**src/rtl/serial_tx_pkg.sv**
```systemverilog
// rtl/serial_tx_pkg.sv - shared state encoding, line idle level and parity helper for serial_tx
package serial_tx_pkg;

  typedef enum logic [2:0] {
    IDLE,
    START,
    DATA,
    PARITY,
    STOP
  } state_e;

  localparam logic LINE_IDLE = 1'b1;

  // Words up to 64 bits are zero-extended by the caller; zeros do not change the XOR.
  function automatic logic even_parity(input logic [63:0] word);
    return ^word;
  endfunction

endpackage

```
**src/rtl/serial_tx_baud_tick.sv**
```systemverilog
// rtl/serial_tx_baud_tick.sv - CLKS_PER_BIT-modulo counter emitting a one-cycle tick at each bit boundary
module baud_tick #(
  parameter int CLKS_PER_BIT = 16
) (
  input  logic clk,
  input  logic clr_n,
  input  logic en,
  output logic tick
);

  localparam int CNT_W = (CLKS_PER_BIT > 1) ? $clog2(CLKS_PER_BIT) : 1;
  localparam logic [CNT_W-1:0] LAST_CNT = CNT_W'(CLKS_PER_BIT - 1);

  logic [CNT_W-1:0] cnt_q;

  assign tick = en && (cnt_q == LAST_CNT);

  always_ff @(posedge clk or negedge clr_n) begin
    if (!clr_n) begin
      cnt_q <= '0;
    end else if (!en) begin
      cnt_q <= '0;
    end else if (tick) begin
      cnt_q <= '0;
    end else begin
      cnt_q <= cnt_q + 1'b1;
    end
  end

endmodule

```
**src/rtl/serial_tx.sv**
```systemverilog
// rtl/serial_tx.sv - LSB-first start/stop framed serial transmitter with line break override
// Define SERIAL_TX_PARITY_EN to insert an even-parity bit between the data bits and the stop bit.
module serial_tx
  import serial_tx_pkg::*;
#(
  parameter int DATA_W       = 8,
  parameter int CLKS_PER_BIT = 16
) (
  input  logic              clk,
  input  logic              clr_n,
  input  logic [DATA_W-1:0] data_in,
  input  logic              valid,
  output logic              ready,
  input  logic              brk,
  output logic              tx,
  output logic              busy
);

  localparam int BIT_W = (DATA_W > 1) ? $clog2(DATA_W) : 1;
  localparam logic [BIT_W-1:0] LAST_BIT = BIT_W'(DATA_W - 1);

  state_e            state_q;
  logic [DATA_W-1:0] shift_q;
  logic [BIT_W-1:0]  bit_cnt_q;
  logic              tx_q;
  logic              ready_q;
  logic              busy_q;
  logic              tick;
  logic              accept;
  logic              line_d;
`ifdef SERIAL_TX_PARITY_EN
  logic              parity_q;
`endif

  // brk gates ready combinationally so no word slips in on the cycle brk rises.
  assign ready  = ready_q && !brk;
  assign accept = valid && ready;
  assign tx     = tx_q;
  assign busy   = busy_q;

  baud_tick #(
    .CLKS_PER_BIT(CLKS_PER_BIT)
  ) u_baud_tick (
    .clk   (clk),
    .clr_n (clr_n),
    .en    (state_q != IDLE),
    .tick  (tick)
  );

  always_comb begin
    line_d = LINE_IDLE;
    case (state_q)
      START:   line_d = 1'b0;
      DATA:    line_d = shift_q[0];
`ifdef SERIAL_TX_PARITY_EN
      PARITY:  line_d = parity_q;
`endif
      default: line_d = LINE_IDLE;
    endcase
  end

  // tx lags the state by one cycle, so the start bit appears the edge after accept.
  always_ff @(posedge clk or negedge clr_n) begin
    if (!clr_n) begin
      state_q   <= IDLE;
      shift_q   <= '0;
      bit_cnt_q <= '0;
      tx_q      <= LINE_IDLE;
      ready_q   <= 1'b1;
      busy_q    <= 1'b0;
`ifdef SERIAL_TX_PARITY_EN
      parity_q  <= 1'b0;
`endif
    end else begin
      tx_q <= brk ? 1'b0 : line_d;
      case (state_q)
        IDLE: begin
          if (accept) begin
            state_q  <= START;
            shift_q  <= data_in;
            ready_q  <= 1'b0;
            busy_q   <= 1'b1;
`ifdef SERIAL_TX_PARITY_EN
            parity_q <= even_parity(64'(data_in));
`endif
          end
        end
        START: begin
          if (tick) state_q <= DATA;
        end
        DATA: begin
          if (tick) begin
            shift_q <= shift_q >> 1;
            if (bit_cnt_q == LAST_BIT) begin
              bit_cnt_q <= '0;
`ifdef SERIAL_TX_PARITY_EN
              state_q   <= PARITY;
`else
              state_q   <= STOP;
`endif
            end else begin
              bit_cnt_q <= bit_cnt_q + 1'b1;
            end
          end
        end
`ifdef SERIAL_TX_PARITY_EN
        PARITY: begin
          if (tick) state_q <= STOP;
        end
`endif
        STOP: begin
          if (tick) begin
            state_q <= IDLE;
            ready_q <= 1'b1;
            busy_q  <= 1'b0;
          end
        end
        default: state_q <= IDLE;
      endcase
    end
  end

endmodule
```
**config.mk**
```make
export PLATFORM = sky130hd
export DESIGN_NAME = serial_tx
export DESIGN_NICKNAME = d
export VERILOG_FILES = /design/src/rtl/serial_tx_pkg.sv /design/src/rtl/serial_tx_baud_tick.sv /design/src/rtl/serial_tx.sv
export SDC_FILE = /design/constraint.sdc
export NUM_CORES = 1
export LEC_CHECK = 0
export ABC_AREA = 1
export CORE_MARGIN = 2
export CORE_UTILIZATION = 50
export CTS_BUF_LIST = sky130_fd_sc_hd__clkbuf_4
export DETAILED_ROUTE_END_ITERATION = 7
export GPL_TIMING_DRIVEN = 0
export PLACE_DENSITY_LB_ADDON = 0.08
export SETUP_SLACK_MARGIN = 0.4
export SLEW_MARGIN = 15
export SYNTH_ARGS = -nofsm -noshare
export SYNTH_HDL_FRONTEND = slang
export SYNTH_SLANG_ARGS = --single-unit
```
**constraint.sdc**
```tcl
create_clock -name clk -period 1.15 [get_ports clk]
set_clock_uncertainty 0.05 [all_clocks]
set_input_delay 0.115 -clock clk [delete_from_list [all_inputs] [get_ports clk]]
set_output_delay 0.115 -clock clk [all_outputs]
set_load 0.01 [all_outputs]
```
### Word level (Yosys, flattened, before mapping)

Index checks and enable logic that the tools add are counted.

| word-level totals | value |
|---|---|
| input port bits | 12 |
| logic and storage cells | 51 |
| register bits | 21 |

| operators by class | value |
|---|---|
| reduce and logical (&&, ||, !) cells | 12 |
| equal/unequal tests | 10 |
| add/subtract/negate cells | 2 |
| muxes and demuxes | 20 |

Operator list:

| operator | number |
|---|---|
| 3-bit 2-to-1 mux | 6 |
| 8-bit 2-to-1 mux | 2 |
| 8-bit case mux with 2 select lines | 1 |
| 3-bit case mux with 4 select lines | 1 |
| 2-bit != test (second input constant) | 5 |
| 4-bit 2-to-1 mux | 2 |
| 3-bit == test (second input constant) | 2 |
| 1-bit case mux with 2 select lines | 3 |
| 3-bit AND reduction | 2 |
| 1-bit 2-to-1 mux | 5 |
| 5-bit AND reduction | 1 |
| 4-bit by 1-bit adder with 4-bit output (second input constant) | 1 |
| 4-bit == test (second input constant) | 1 |
| 2-bit nonzero test | 2 |
| 3-bit by 1-bit adder with 3-bit output (second input constant) | 1 |
| 3-bit by 1-bit == test with 1-bit output (second input constant) | 1 |
| 3-bit by 2-bit == test with 1-bit output (second input constant) | 1 |
| 1-bit logical AND | 3 |
| 3-bit logical NOT | 1 |
| 3-bit nonzero test | 1 |
| 2-bit AND reduction | 1 |
| 1-bit logical NOT | 1 |

### Logic depth before layout (Yosys ltp)

| depth | value |
|---|---|
| word-level depth | 5 |
| mapped depth | 7 |
| depth with buffers taken out | 7 |

### Cells and area by module

Synthesis repeated with hierarchy kept, for this count alone.

| unflattened totals | value |
|---|---|
| cells, all modules | 134 |
| area, all modules | 1089.8 um2 |

Modules (own cells, without submodules):

| module | cells an instance | area each (um2) | instances |
|---|---|---|---|
| serial_tx | 114 | 909.6 | 1 |
| baud_tick | 20 | 180.2 | 1 |

### Least setup slack after synthesis

No wires, ideal clock.

| path | value |
|---|---|
| path kind | register to register |
| start | register u_baud_tick.cnt_q[0] |
| end | register shift_q[0] |
| arrival | 1090 ps |
| buffers on the path | 0 |
| data required time | 1035 ps |
| slack | -55 ps |
| period minus slack after synthesis | 1205 ps |
| cell stages (with the launch flop) | 8 |
| cell sequence | dfrtp_1 -> ha_1 -> nand3_4 -> nor2_8 -> inv_4 -> nand2_4 -> nand2_1 -> nand2_1 |

| on the way | value |
|---|---|
| longest elaborated chain between the ends | 4 |

RTL lines:

| element | line | RTL |
|---|---|---|
| from (decl) | serial_tx_baud_tick.sv:14 | `logic [CNT_W-1:0] cnt_q;` |
| from (signal assigned) | serial_tx_baud_tick.sv:26 | `cnt_q <= cnt_q + 1'b1;` |
| 4-bit == test | serial_tx_baud_tick.sv:16 | `assign tick = en && (cnt_q == LAST_CNT);` |
| 1-bit logical AND | serial_tx_baud_tick.sv:16 |  |
| 2-bit != test (no line) | n/a |  |
| 3-bit AND reduction (no line) | n/a |  |
| to (signal assigned) | serial_tx.sv:80 | `shift_q <= data_in;` |
| to (signal assigned) | serial_tx.sv:93 | `shift_q <= shift_q >> 1;` |
| to (decl) | serial_tx.sv:23 | `logic [DATA_W-1:0] shift_q;` |

Every way passes these cells.
A chain may end at the register's enable or synchronous reset.

### Worst setup path in the final report

| path | value |
|---|---|
| start | register ready_q |
| end | register ready_q |

| on the way | value |
|---|---|
| longest elaborated chain between the ends | 4 |

RTL lines:

| element | line | RTL |
|---|---|---|
| from (decl) | serial_tx.sv:26 | `logic ready_q;` |
| from (signal assigned) | serial_tx.sv:69 | `ready_q <= 1'b1;` |
| from (signal assigned) | serial_tx.sv:81 | `ready_q <= 1'b0;` |
| from (signal assigned) | serial_tx.sv:114 | `ready_q <= 1'b1;` |
| 1-bit logical AND | serial_tx.sv:36 | `assign ready = ready_q && !brk;` |
| 1-bit logical AND | serial_tx.sv:37 | `assign accept = valid && ready;` |
| 2-bit != test (no line) | n/a |  |
| 3-bit AND reduction (no line) | n/a |  |

Every way passes these cells.

==> flow_summary.json <==
{
  "outcome": "finished with violations",
  "violations": "hold timing, setup timing",
  "max_freq_ghz": 0.751,
  "drv_slew": 0,
  "layout_commonest_cell": "nand2_1",
  "synthCells": 128,
  "dp_cells": 169,
  "synth_cell_types": 19,
  "overflow": 0,
  "fin_crit_sh_pct": 116,
  "diodes": 0,
  "rr_startpoint": "ready_q$_DFFE_PN1P_",
  "grt_antenna_before_repair": 0,
  "path_class": "register to register",
  "path_cells": "buf_6 > nand3_4 > nor2_4 > inv_2 > buf_4 > nand2_1 > nand2_1",
  "layout.cells.non_filler": 194,
  "root_buffer": "clkbuf_4",
  "synth_warnings": 0,
  "area_growth_pct": 48.3,
  "worstPathRequired_ps": 1340,
  "first_global_vias": 923,
  "synthAdderAreaFrac_pct": 3.58,
  "synth_compound_area_share_pct": 3.34,
  "synth_area_per_cell_um2": 8.20,
  "synth-seq-cells": 21,
  "initial_core_util_pct": 53.5,
  "coreArea_mm2": 0.00196,
  "synthTopCellsByArea": "dfrtp_1 45%, nand2_1 23%, dfstp_2 5.0%, ha_1 3.6%, inv_1 3.6%",
  "pwr-share-seq_pct": 39.6,
  "power.share.combinational_pct": 47.5,
  "worst_pin_slew_ps": 521,
  "total_power_uw": 2910,
  "synthMuxAreaShare_pct": 0,
  "ant_nets": 0,
  "synth_xor_area_share_pct": 0.834,
  "final_cell_mix": "52 x nand2_1, 19 x dfrtp_1, 14 x buf_4, 12 x nand2_2",
  "grt_max_degree": 22,
  "rsz0062_at_grt": "true",
  "vias": 928,
  "yosysTopAreaCellShare_pct": 45.3,
  "clock_sinks": 21,
  "endpoint_kind": "register",
  "yosysSeqAreaShare_pct": 50.3,
  "drv_cap": 0,
  "routedWlPerCell_um": 11.9,
  "path_clk_slew_ps": 110,
  "syn_area_mm2": 0.00105,
  "power_switching_uw": 1120,
  "synth_top_family_by_area": "simple AND/OR/NAND/NOR gates",
  "r2r_cells": 7,
  "h-tree-depth": 1,
  "path_max_fanout": 3,
  "clk_latency_ps": 300,
  "whs_ps": -284,
  "fin_crit_ps": 1330,
  "setup_ws_ps": -181,
  "clock_path_buffers": 2,
  "start_kind": "register",
  "regArea_um2": 528,
  "multi_input_area_um2": 583,
  "finalSetupViolCount": 18,
  "gp_congestion": 0.799,
  "hold_buffers": 0,
  "slowest_delay_ps": 560,
  "synth-simple-area-share_pct": 37.1,
  "fillers": 128,
  "fp.dieH_um": 49.8,
  "rows": 16,
  "drt-total-wl_um": 2310,
  "report.final.hold_viol_count": 19,
  "cts_tree": "built",
  "crit_slowest_cell": "dfstp_2",
  "route.detailed.drc": 0,
  "crit_top_cell": "nand2_1",
  "drt_iter0_markers": 7,
  "synth_fp_nets": 143,
  "p_leak_uw": 0.000814,
  "hpwl_um": 1440,
  "first_pass_iters": 4,
  "grt_usage_pct": 21.3,
  "dieArea_mm2": 0.00248,
  "die_width_um": 49.8,
  "reg2reg_setup_slack_ps": -180,
  "cellPowerDensity_mw_per_mm2": 1870,
  "pwr-share-clk_pct": 12.9,
  "peakVddDrop_mv": 1.13,
  "switching_share_pct": 38.4,
  "drive_gt1_share_pct": 43.7,
  "pin_count": 15,
  "worstPathArrival_ps": 1520,
  "p_int_uw": 1790,
  "grt_pass1_wl_um": 4040,
  "r2r-end": "ready_q$_DFFE_PN1P_",
  "io_buffers": 14,
  "viasPerCell": 4.78,
  "nets": 183,
  "relSlewSlack_pct": 65.3,
  "hold_class": "input port to asynchronous set/reset pin",
  "cts_made_buffers": 3,
  "synth_top_area_cell": "dfrtp_1"
}
## what timing repair did
action	4_1_cts	5_1_grt
endpoints found under the setup margin	45	43
buffers inserted	14	7
resized for setup	35	24
hold endpoints to repair	0	19
pin swaps	12	7
## final cells by class
class / count / share of cell area [%]
clock buffers: 4 / 1.93
inverters: 13 / 3.78
multi-input cells: 94 / 37.5
flip-flops and latches: 21 / 33.9
well taps: 27 / 2.17
repair buffers: 35 / 20.7
## how the worst max path moves through the flow
stage                      startpoint                      to  slack, ps  cells past startpoint
4_1_cts           ready_q$_DFFE_PN1P_  shift_q[6]$_DFFE_PN0P_       -170                      7
3_3_place_gp                      brk                   ready       -240                      5
6_report          ready_q$_DFFE_PN1P_     ready_q$_DFFE_PN1P_       -180                      7
3_5_place_dp                      brk                   ready       -280                      5
2_1_floorplan  state_q[2]$_DFFE_PN0P_  shift_q[0]$_DFFE_PN0P_         -2                      7
5_1_grt           ready_q$_DFFE_PN1P_     ready_q$_DFFE_PN1P_       -250                      7
## kinds of logic after synthesis
logic type	after synthesis
xor+xnor	1
buf+inv	13
simple gates	83
compound gates	7
fa+ha+maj	3
flops	21
## metrics by stage
stage	cell area (um^2)	TNS [ps]	setup WS (ps)	hold slack, ps	utilization (%)
floorplan	1070	-13.2	-1.89	-231	-
global placement	1240	-6080	-242	403	63.3
detailed placement	1240	-6360	-280	411	63.3
CTS	1440	-1670	-167	27.1	73.2
global route	1560	-3340	-254	-250	79.3
finish	1560	-2100	-181	-284	79.3
## worst max-delay path: cells and delay by family (launching register included)
family        cells  cell delay [ps]
simple gates      4              340
flops             1              560
buf+inv           3              320
## per-layer routing
metal | wire [um] | global-route usage [%]
met1 | 1000 | 26.9
met2 | 1210 | 38.2
met3 | 59 | 3.03
met4 | 33 | 5.56
met5 | 0 | 0
## synth_stat cells, drive strengths merged
library cell  instances
xor2                  1
o21ai                 5
inv                  13
nor2                  9
ha                    3
dfrtp                19
dfstp                 2
nand3                 5
a21oi                 2
nand2                68
nand4                 1
## state kept, by name, summed over array words and instances, names as in the netlist
| name | count |
|---|---|
| u_baud_tick.cnt_q | 4 |
| ready_q | 1 |
| busy | 1 |
| tx | 1 |
| shift_q | 8 |
| bit_cnt_q | 3 |
| state_q | 3 |
## power groups by stage
| stage | Clock [uW] | Combinational, uW | Sequential, uW |
|---|---|---|---|
| detailed placement | 0 | 843 | 1180 |
| CTS | 388 | 1200 | 1150 |
| finish | 374 | 1380 | 1150 |
| floorplan | 0 | 604 | 1150 |
| global route | 420 | 1530 | 1170 |
| global placement | 0 | 811 | 1160 |
Note: power is estimated with default switching activity, not from simulation.
